==> src/rtl/button_event.sv <==
// Button event decoder: press/release/short/long pulses and a held level from a debounced button.
// Define BUTTON_EVENT_REPEAT_EN to add auto-repeat pulses while the button is long-held.
module button_event #(
   parameter int CLK_FREQ  = 50_000_000,
   parameter int LONG_MS   = 1000,
   parameter int REPEAT_MS = 200
) (
   input  logic clk,
   input  logic reset_n,
   input  logic btn,
   output logic press_pulse,
   output logic release_pulse,
   output logic short_press,
   output logic long_press,
   output logic repeat_pulse,
   output logic held
);

   // state   | meaning
   // IDLE    | waiting for a rising edge of btn
   // PRESSED | button down, hold counter running toward the long threshold
   // LONG    | long threshold reached, held asserted (repeat counter running if enabled)

   // 64-bit products so the default 50 MHz x 1000 ms does not overflow
   localparam longint LONG_CYCLES_L   = (longint'(CLK_FREQ) * longint'(LONG_MS)) / 64'sd1000;
   localparam longint REPEAT_CYCLES_L = (longint'(CLK_FREQ) * longint'(REPEAT_MS)) / 64'sd1000;
   localparam int     LONG_CYCLES     = int'(LONG_CYCLES_L);
   localparam int     REPEAT_CYCLES   = int'(REPEAT_CYCLES_L);
   localparam int     CW              = $clog2(LONG_CYCLES) + 1;
   localparam logic [CW-1:0] HOLD_LAST = CW'(LONG_CYCLES - 1);

   if (LONG_CYCLES < 2 || REPEAT_CYCLES < 1) begin : g_cfg_check
      $error("button_event: requires LONG_CYCLES >= 2 and REPEAT_CYCLES >= 1");
   end

   typedef enum logic [1:0] {
      IDLE    = 2'd0,
      PRESSED = 2'd1,
      LONG    = 2'd2
   } state_t;

   state_t          state_q, state_d;
   logic            btn_q;
   logic [CW-1:0]   hold_cnt_q, hold_cnt_d;
   logic            press_q, press_d;
   logic            release_q, release_d;
   logic            short_q, short_d;
   logic            long_q, long_d;
   logic            held_q, held_d;

`ifdef BUTTON_EVENT_REPEAT_EN
   localparam int RW = $clog2(REPEAT_CYCLES) + 1;
   localparam logic [RW-1:0] REP_LAST = RW'(REPEAT_CYCLES - 1);

   logic [RW-1:0]   rep_cnt_q, rep_cnt_d;
   logic            rep_q, rep_d;
`endif

   always_comb begin
      state_d    = state_q;
      hold_cnt_d = hold_cnt_q;
      press_d    = 1'b0;
      release_d  = 1'b0;
      short_d    = 1'b0;
      long_d     = 1'b0;
`ifdef BUTTON_EVENT_REPEAT_EN
      rep_cnt_d  = rep_cnt_q;
      rep_d      = 1'b0;
`endif
      case (state_q)
         IDLE: begin
            if (btn && !btn_q) begin
               press_d    = 1'b1;
               hold_cnt_d = '0;
               state_d    = PRESSED;
            end
         end
         PRESSED: begin
            // release is tested first so a release on the threshold edge stays short
            if (!btn) begin
               release_d = 1'b1;
               short_d   = 1'b1;
               state_d   = IDLE;
            end else if (hold_cnt_q == HOLD_LAST) begin
               long_d    = 1'b1;
               state_d   = LONG;
`ifdef BUTTON_EVENT_REPEAT_EN
               rep_cnt_d = '0;
`endif
            end else if (hold_cnt_q != '1) begin
               hold_cnt_d = hold_cnt_q + 1'b1;
            end
         end
         LONG: begin
            if (!btn) begin
               release_d = 1'b1;
               state_d   = IDLE;
            end
`ifdef BUTTON_EVENT_REPEAT_EN
            else if (rep_cnt_q == REP_LAST) begin
               rep_d     = 1'b1;
               rep_cnt_d = '0;
            end else if (rep_cnt_q != '1) begin
               rep_cnt_d = rep_cnt_q + 1'b1;
            end
`endif
         end
         default: state_d = IDLE;
      endcase
      held_d = (state_d == LONG);
   end

   always_ff @(posedge clk or negedge reset_n) begin
      if (!reset_n) begin
         state_q    <= IDLE;
         btn_q      <= 1'b1;
         hold_cnt_q <= '0;
         press_q    <= 1'b0;
         release_q  <= 1'b0;
         short_q    <= 1'b0;
         long_q     <= 1'b0;
         held_q     <= 1'b0;
      end else begin
         state_q    <= state_d;
         btn_q      <= btn;
         hold_cnt_q <= hold_cnt_d;
         press_q    <= press_d;
         release_q  <= release_d;
         short_q    <= short_d;
         long_q     <= long_d;
         held_q     <= held_d;
      end
   end

`ifdef BUTTON_EVENT_REPEAT_EN
   always_ff @(posedge clk or negedge reset_n) begin
      if (!reset_n) begin
         rep_cnt_q <= '0;
         rep_q     <= 1'b0;
      end else begin
         rep_cnt_q <= rep_cnt_d;
         rep_q     <= rep_d;
      end
   end

   assign repeat_pulse = rep_q;
`else
   assign repeat_pulse = 1'b0;
`endif

   assign press_pulse   = press_q;
   assign release_pulse = release_q;
   assign short_press   = short_q;
   assign long_press    = long_q;
   assign held          = held_q;

endmodule

==> config.mk <==
export PLATFORM = sky130hd
export DESIGN_NAME = button_event
export DESIGN_NICKNAME = d
export VERILOG_FILES = /design/src/rtl/button_event.sv
export SDC_FILE = /design/constraint.sdc
export NUM_CORES = 1
export LEC_CHECK = 0
export BUFFER_PORTS_ARGS = -buffer_cell sky130_fd_sc_hd__buf_2
export CAP_MARGIN = 20
export CELL_PAD_IN_SITES_DETAIL_PLACEMENT = 1
export CELL_PAD_IN_SITES_GLOBAL_PLACEMENT = 1
export CORE_MARGIN = 4
export CORE_UTILIZATION = 43
export CTS_CLUSTER_DIAMETER = 50
export DETAILED_ROUTE_END_ITERATION = 10
export PLACE_DENSITY = 0.75
export SKIP_LAST_GASP = 1
export SLEW_MARGIN = 25
export SYNTH_ARGS = -nofsm -noshare
export SYNTH_HDL_FRONTEND = slang
export SYNTH_SLANG_ARGS = --single-unit
==> constraint.sdc <==
create_clock -name clk -period 1.9 [get_ports clk]
set_input_delay 0.19 -clock clk [delete_from_list [all_inputs] [get_ports clk]]
set_output_delay 0.19 -clock clk [all_outputs]
set_load 0.005 [all_outputs]
==> results.py, run 1 <==
metrics = {
    "yosys": {
        "ys_ff_latch": 35,
        "syn_inst": 240,
        "synth-simple-area-share_pct": 23.92,
        "avgSynthCellArea_um2": 9.394,
        "yosys_warnings": 0,
        "synth_mux_area_share_pct": 0.4440,
        "synth_xor_area_share_pct": 0,
        "yosysTopAreaCell": "dfrtp_1",
        "synth_edf_count": 0,
        "async_flop_share_pct": 100.0,
        "synth.area.top_cells": "dfrtp_1, buf_6, o21ai_0, nand2_1, a31oi_1",
        "synth_top_family_by_area": "compound AO/OA/AOI/OAI gates",
        "synth_top_area_share_pct": 37.74,
        "syn-num-nets": 248,
        "synth-main-ff-cell": "dfrtp_1",
        "synth.most_common_cell": "dfrtp_1",
        "yosys-top-cells-count": "dfrtp_1, nand2_1, o21ai_0",
        "yosysUniqueCellTypes": 56,
        "synth-seq-area-share_pct": 38.90,
        "synth_compound_area_share_pct": 25.97,
        "netlist_area_mm2": 0.002255,
        "synthAdderAreaFrac_pct": 2.775,
    },
    "clock_network": {
        "cts_tree": "yes",
        "cts_buffer_depth": 2,
        "cts_max_level": 2,
        "cts_inserted_buffers": 5,
        "cts_root_buffer": "clkbuf_8",
        "clk_latency_ns": 0.30,
        "postCtsHoldBufs": 0,
        "clock_sinks": 35,
        "clkTransAtPathRegs_ns": 0.08,
    },
    "sta": {
        "min_period_ns": 1.842,
        "rsz0062_at_grt": "yes",
        "fmax_mhz": 542.9,
        "slew_headroom_pct": 46.35,
        "holdWs_ns": -0.02590,
        "finalSetupViolCount": 0,
        "tightest_slew_ns": 0.8048,
        "skew_ns": 0.008391,
        "setup_tns_ns": 0,
        "hold_viol_final": 34,
        "final.period_utilization_pct": 96.95,
        "report.final.slew_viol_count": 0,
    },
    "finish": {
        "drive_above_1_share_pct": 29.59,
        "multi_input_area_mm2": 0.001297,
        "seqCellArea_um2": 882.1,
        "fin_cells": 337,
        "nets": 274,
        "area_delta_synth_final_pct": 18.04,
        "post-route-util_pct": 52.11,
        "n_antenna_cell": 0,
        "fillCellCount": 615,
        "final_area_mm2": 0.002661,
    },
    "critical_path": {
        "cp.required_ns": 2.12,
        "timing.rr.end": "hold_cnt_q[6]",
        "cpMaxStageDelayCell": "dfrtp_1",
        "critical_path_class": "reg2reg",
        "r2r_start": "hold_cnt_q[0]",
        "cp_max_fo": 5,
        "worst_ep_arrival_time_ns": 2.06,
        "end_kind": "flip-flop",
        "critPathLaunch": "hold_cnt_q[0]",
        "ff2ff_path_depth": 7,
        "worstPathCellList": "ha_1 -> and2_2 -> and4_4 -> a21oi_4 -> buf_4 -> a41oi_2 -> a31oi_1",
        "r2r_slack_ns": 0.06,
        "cp-start-kind": "flip-flop",
        "critPathMaxStageDelay_ns": 0.41,
    },
    "die": {
        "core_mm2": 0.005107,
        "die_y_um": 80.41,
        "num_io_pins": 9,
        "start_util_pct": 44.15,
        "dieWidth_um": 80.41,
        "die_area_mm2": 0.006466,
        "rows": 26,
    },
    "detailed_routing": {
        "postRouteAntennaNets": 0,
        "viasPerCell": 6.318,
        "dr_total_vias": 2129,
        "post-route-drc-count": 0,
        "wl_per_cell_um": 21.34,
        "finalWirelength_um": 7192,
        "drtPass1Iterations": 4,
        "drt_iter0_markers": 226,
    },
    "grt": {
        "grt_use_total_pct": 23.89,
        "grt_overflow": 0,
        "antenna_found_initial": 0,
        "grt_pass1_wl_um": 11740,
        "first_global_vias": 2187,
        "grt_max_degree": 36,
    },
    "power": {
        "comb_power_share_pct": 41.1,
        "swShare_pct": 37.99,
        "power.share.clock_pct": 24.1,
        "p_switching_mw": 0.9418,
        "power.density_mw_per_mm2": 931.4,
        "peakVddDrop_mv": 0.8219,
        "power.internal_mw": 1.537,
        "pwr-share-seq_pct": 34.8,
        "p_leak_nw": 1.159,
        "total_power_mw": 2.479,
    },
    "placed_design": {
        "dp.cells": 327,
        "gp_congestion": 0.8905,
        "dpl_cell_area_mm2": 0.002454,
        "port_buffers": 7,
        "place_hpwl_um": 4909,
    },
    "hold_path": {
        "hp-class": "in2async",
    },
    "flow_run": {
        "drv_cap": 0,
    },
    "run_status": {
        "failed_checks": "negative hold slack",
        "outcome": "complete, but fails checks",
    },
}
==> cell usage in the layout, fill, tap and decap left out, types with 3 or more instances in the layout <==
cell	Yosys	routed
nand3_1	8	6
nand2_1	23	22
buf_2	3	7
clkbuf_8	0	6
o31ai_1	5	5
a21oi_1	12	12
buf_4	1	29
nor2_1	3	3
a31oi_1	13	13
nor3_1	4	3
ha_1	5	3
o21ai_0	18	16
o21ai_1	12	14
and2_1	6	5
and4_4	3	4
and3_1	6	6
nand4_1	9	9
dfrtp_1	34	30
inv_1	6	6
dfrtp_2	0	4
==> registers in the layout (all words and copies together), names as in the netlist <==
| register | cells |
|---|---|
| press_pulse | 1 |
| long_press | 1 |
| state_q | 2 |
| held | 1 |
| short_press | 1 |
| release_pulse | 1 |
| btn_q | 1 |
| hold_cnt_q | 27 |
==> cell type report <==
class                   count  share of cell area, %
flip-flops and latches     35                  33.15
inverters                   6                 0.8463
repair buffers             37                  10.25
multi-input cells         181                  48.75
well taps                  70                  3.291
clock buffers               6                  3.103
clock inverters             2                 0.6112
==> metal layers <==
| metal | share of wire (%) | up-vias | wire, um | GRT usage, % |
|---|---|---|---|---|
| met2 | 48 | 81 | 3474 | 37.83 |
| met4 | 2.1 | 0 | 152 | 8.953 |
| li1 | - | 981 | - | - |
| met3 | 5.6 | 17 | 404 | 4.821 |
| met1 | 44 | 1050 | 3160 | 32.03 |
| met5 | 0 | - | 0 | 0 |
==> cell families after synthesis <==
kind of cell             Yosys count
AO/OA/AOI/OAI                     87
AND/OR/NAND/NOR                   86
flip-flops                        35
buffers and inverters             25
adder cells (fa/ha/maj)            5
multiplexers                       1
other                              1
==> worst max path at each step <==
stage	end	slack (ns)	cells past startpoint
after CTS	hold_cnt_q[8]	-0.002	7
after floorplan	hold_cnt_q[25]	0.11	9
after global placement	hold_cnt_q[14]	0.01	7
after global routing	hold_cnt_q[19]	-0.08	8
after detailed placement	hold_cnt_q[9]	-0.01	7
final	hold_cnt_q[6]	0.06	7
==> stage by stage <==
| step | setup slack [ns] | hold slack, ns |
|---|---|---|
| finish | 0.05790 | -0.02590 |
| global route | -0.08297 | 0.03972 |
| CTS | -0.002341 | 0.01064 |
| detailed placement | -0.01104 | 0.3365 |
| global placement | 0.01143 | 0.3286 |
| floorplan | 0.1141 | -0.1056 |
==> worst max-delay path, delay by kind of cell (launching register included) <==
family,cells,cell delay [ns]
adders and majority gates,1,0.24
DFF,1,0.41
AOI/OAI and AO/OA,3,0.48
and+or+nand+nor,2,0.45
buffers and inverters,1,0.18
==> power by group through the flow <==
stage / combinational (mW) / clock [mW] / sequential (mW)
after CTS: 0.979 / 0.611 / 0.862
after detailed placement: 0.944 / 0 / 0.872
after global routing: 1.12 / 0.645 / 0.873
after floorplan: 0.536 / 0 / 0.879
final: 1.02 / 0.596 / 0.863
after global placement: 0.924 / 0 / 0.870
==> repair_timing <==
action / CTS / global route
pin swaps: 0 / 1
setup buffers: 0 / 1
setup endpoints to repair: 5 / 28
gates resized for setup: 3 / 21
cloned: 0 / 1
No activity file was read; power rests on OpenSTA's default activity.
==> run 2: changes to the inputs <==
Settings changed: CAP_MARGIN 20 to not set.
Clock period 1.9 ns to 1.6 ns, I/O delays scaled along.
==> run 2 against run 1 <==
Against the previous run: the flow finishes with violations (negative setup slack); count of clock-buffer cells in the layout is 1 lower; first-iteration DRC count up 120%; core utilization is 23 points higher; critical endpoint is now hold_cnt_q[11]; critical path type unchanged.
==> results.py, run 2 (synthesis gave the netlist of run 1 again) <==
metrics = {
    "run_status": {
        "outcome": "complete, but fails checks",
        "failed_checks": "negative setup slack",
    },
    "placed_design": {
        "dp.cells": 365,
        "pre_cts_ws_ns": -0.3179,
        "dpl_cell_area_mm2": 0.002801,
        "port_buffers": 7,
        "place_hpwl_um": 5476,
        "gp_congestion": 0.9027,
    },
    "critical_path": {
        "cp.buffers_inverters": 3,
        "worst_ep_arrival_time_ns": 2.39,
        "critPathMaxStageDelay_ns": 0.57,
        "cp-start-kind": "flip-flop",
        "path_delay_family": "flip-flops",
        "cp.required_ns": 1.78,
        "end_kind": "flip-flop",
        "critical_path_class": "reg2reg",
        "critPathLaunch": "hold_cnt_q[11]",
        "cp_num_cells": 8,
        "r2r_start": "hold_cnt_q[11]",
        "worstPathCellList": "nand3_1 -> nor4_4 -> buf_4 -> buf_6 -> a21oi_4 -> buf_6 -> a31oi_4 -> a31oi_4",
        "ff2ff_path_depth": 8,
        "cpMaxStageDelayCell": "dfrtp_1",
        "cp_max_fo": 7,
    },
    "power": {
        "total_power_mw": 4.382,
        "power.density_mw_per_mm2": 1147,
        "peakVddDrop_mv": 1.053,
        "p_leak_nw": 1.739,
    },
    "clock_network": {
        "cts_inserted_buffers": 5,
        "cts_max_level": 2,
        "cts_buffer_depth": 2,
        "cts_tree": "yes",
        "clk_latency_ns": 0.32,
        "clkTransAtPathRegs_ns": 0.09,
        "cts_root_buffer": "clkbuf_8",
        "clock_sinks": 35,
    },
    "detailed_routing": {
        "finalWirelength_um": 15670,
        "post-route-drc-count": 0,
        "dr_total_vias": 3178,
        "drtPass1Iterations": 8,
        "wl_per_cell_um": 37.50,
        "postRouteAntennaNets": 0,
        "drt_iter0_markers": 493,
        "viasPerCell": 7.603,
    },
    "sta": {
        "skew_ns": 0.01192,
        "setup_ws_ns": -0.6152,
        "holdWs_ns": 0.06579,
        "hold_viol_final": 0,
        "setup_tns_ns": -11.66,
        "rsz0062_at_grt": "yes",
        "finalSetupViolCount": 31,
        "slew_headroom_pct": 61.61,
        "tightest_slew_ns": 0.5686,
        "report.final.slew_viol_count": 0,
        "fmax_mhz": 451.4,
        "min_period_ns": 2.215,
        "final.period_utilization_pct": 138.5,
    },
    "grt": {
        "grt_pass1_wl_um": 17700,
        "grt_use_total_pct": 38.21,
        "antenna_found_initial": 1,
        "first_global_vias": 2973,
        "grt_overflow": 0,
        "grt_max_degree": 19,
    },
    "finish": {
        "final_common_cell": "buf_4",
        "largest_register_ffs": 27,
        "area_delta_synth_final_pct": 69.37,
        "fin_cells": 418,
        "drive_above_1_share_pct": 60.92,
        "final_area_mm2": 0.003819,
        "regMostFlops": "hold_cnt_q",
        "post-route-util_pct": 74.77,
        "nets": 355,
        "largest_registers": "hold_cnt_q x27, state_q x2",
        "n_antenna_cell": 0,
        "final_cell_mix": "buf_4, dfrtp_1, buf_6",
    },
    "hold_path": {
        "min-delay-start": "btn",
        "holdPathStages": 1,
        "hp-class": "in2reg",
    },
    "die": {
        "rows": 26,
        "core_mm2": 0.005107,
        "num_io_pins": 9,
        "start_util_pct": 44.15,
        "die_y_um": 80.41,
        "dieWidth_um": 80.41,
        "die_area_mm2": 0.006466,
    },
    "flow_run": {
        "drv_cap": 0,
    },
}
## run 2: final timing paths
path | slack [ns] | to
max in group asynchronous | 0.65 | hold_cnt_q[13]
setup reg to reg | -0.62 | hold_cnt_q[11]
hold reg to reg | 0.67 | hold_cnt_q[6]
hold / removal | 0.07 | btn_q
setup / recovery | -0.62 | hold_cnt_q[11]
min in group asynchronous | 0.34 | hold_cnt_q[20]
## run 2: cell type report
type                       count  area (um2)
multi-input combinational    183        1718
fill                         487        1289
timing repair buffer         116       970.9
sequential                    35       883.3
tap                           70       87.58
clock buffer                   5       68.82
clock inverter                 3       67.56
inverter                       6       22.52
## run 2: power by group
part           total, mW  internal, mW  switching [mW]
clock network       1.06         0.623           0.433
logic               2.29         0.996            1.29
registers           1.04         0.961          0.0743
## run 2: what timing repair did
item                                    CTS  global route
resized for setup                        65            55
endpoints found under the hold margin    15             0
endpoints found under the setup margin   30            31
pin swaps                                32            23
gates cloned                              2             1
buffers inserted                         24            19
hold buffers                              1             0
## run 2: metal layers
metal	track usage, %	vias to the layer above	part of all wire, %
li1	-	1147	-
met1	43.74	1522	34
met2	63.49	359	44
met3	9.529	148	13
met4	23.65	2	9.0
met5	0	-	0.13
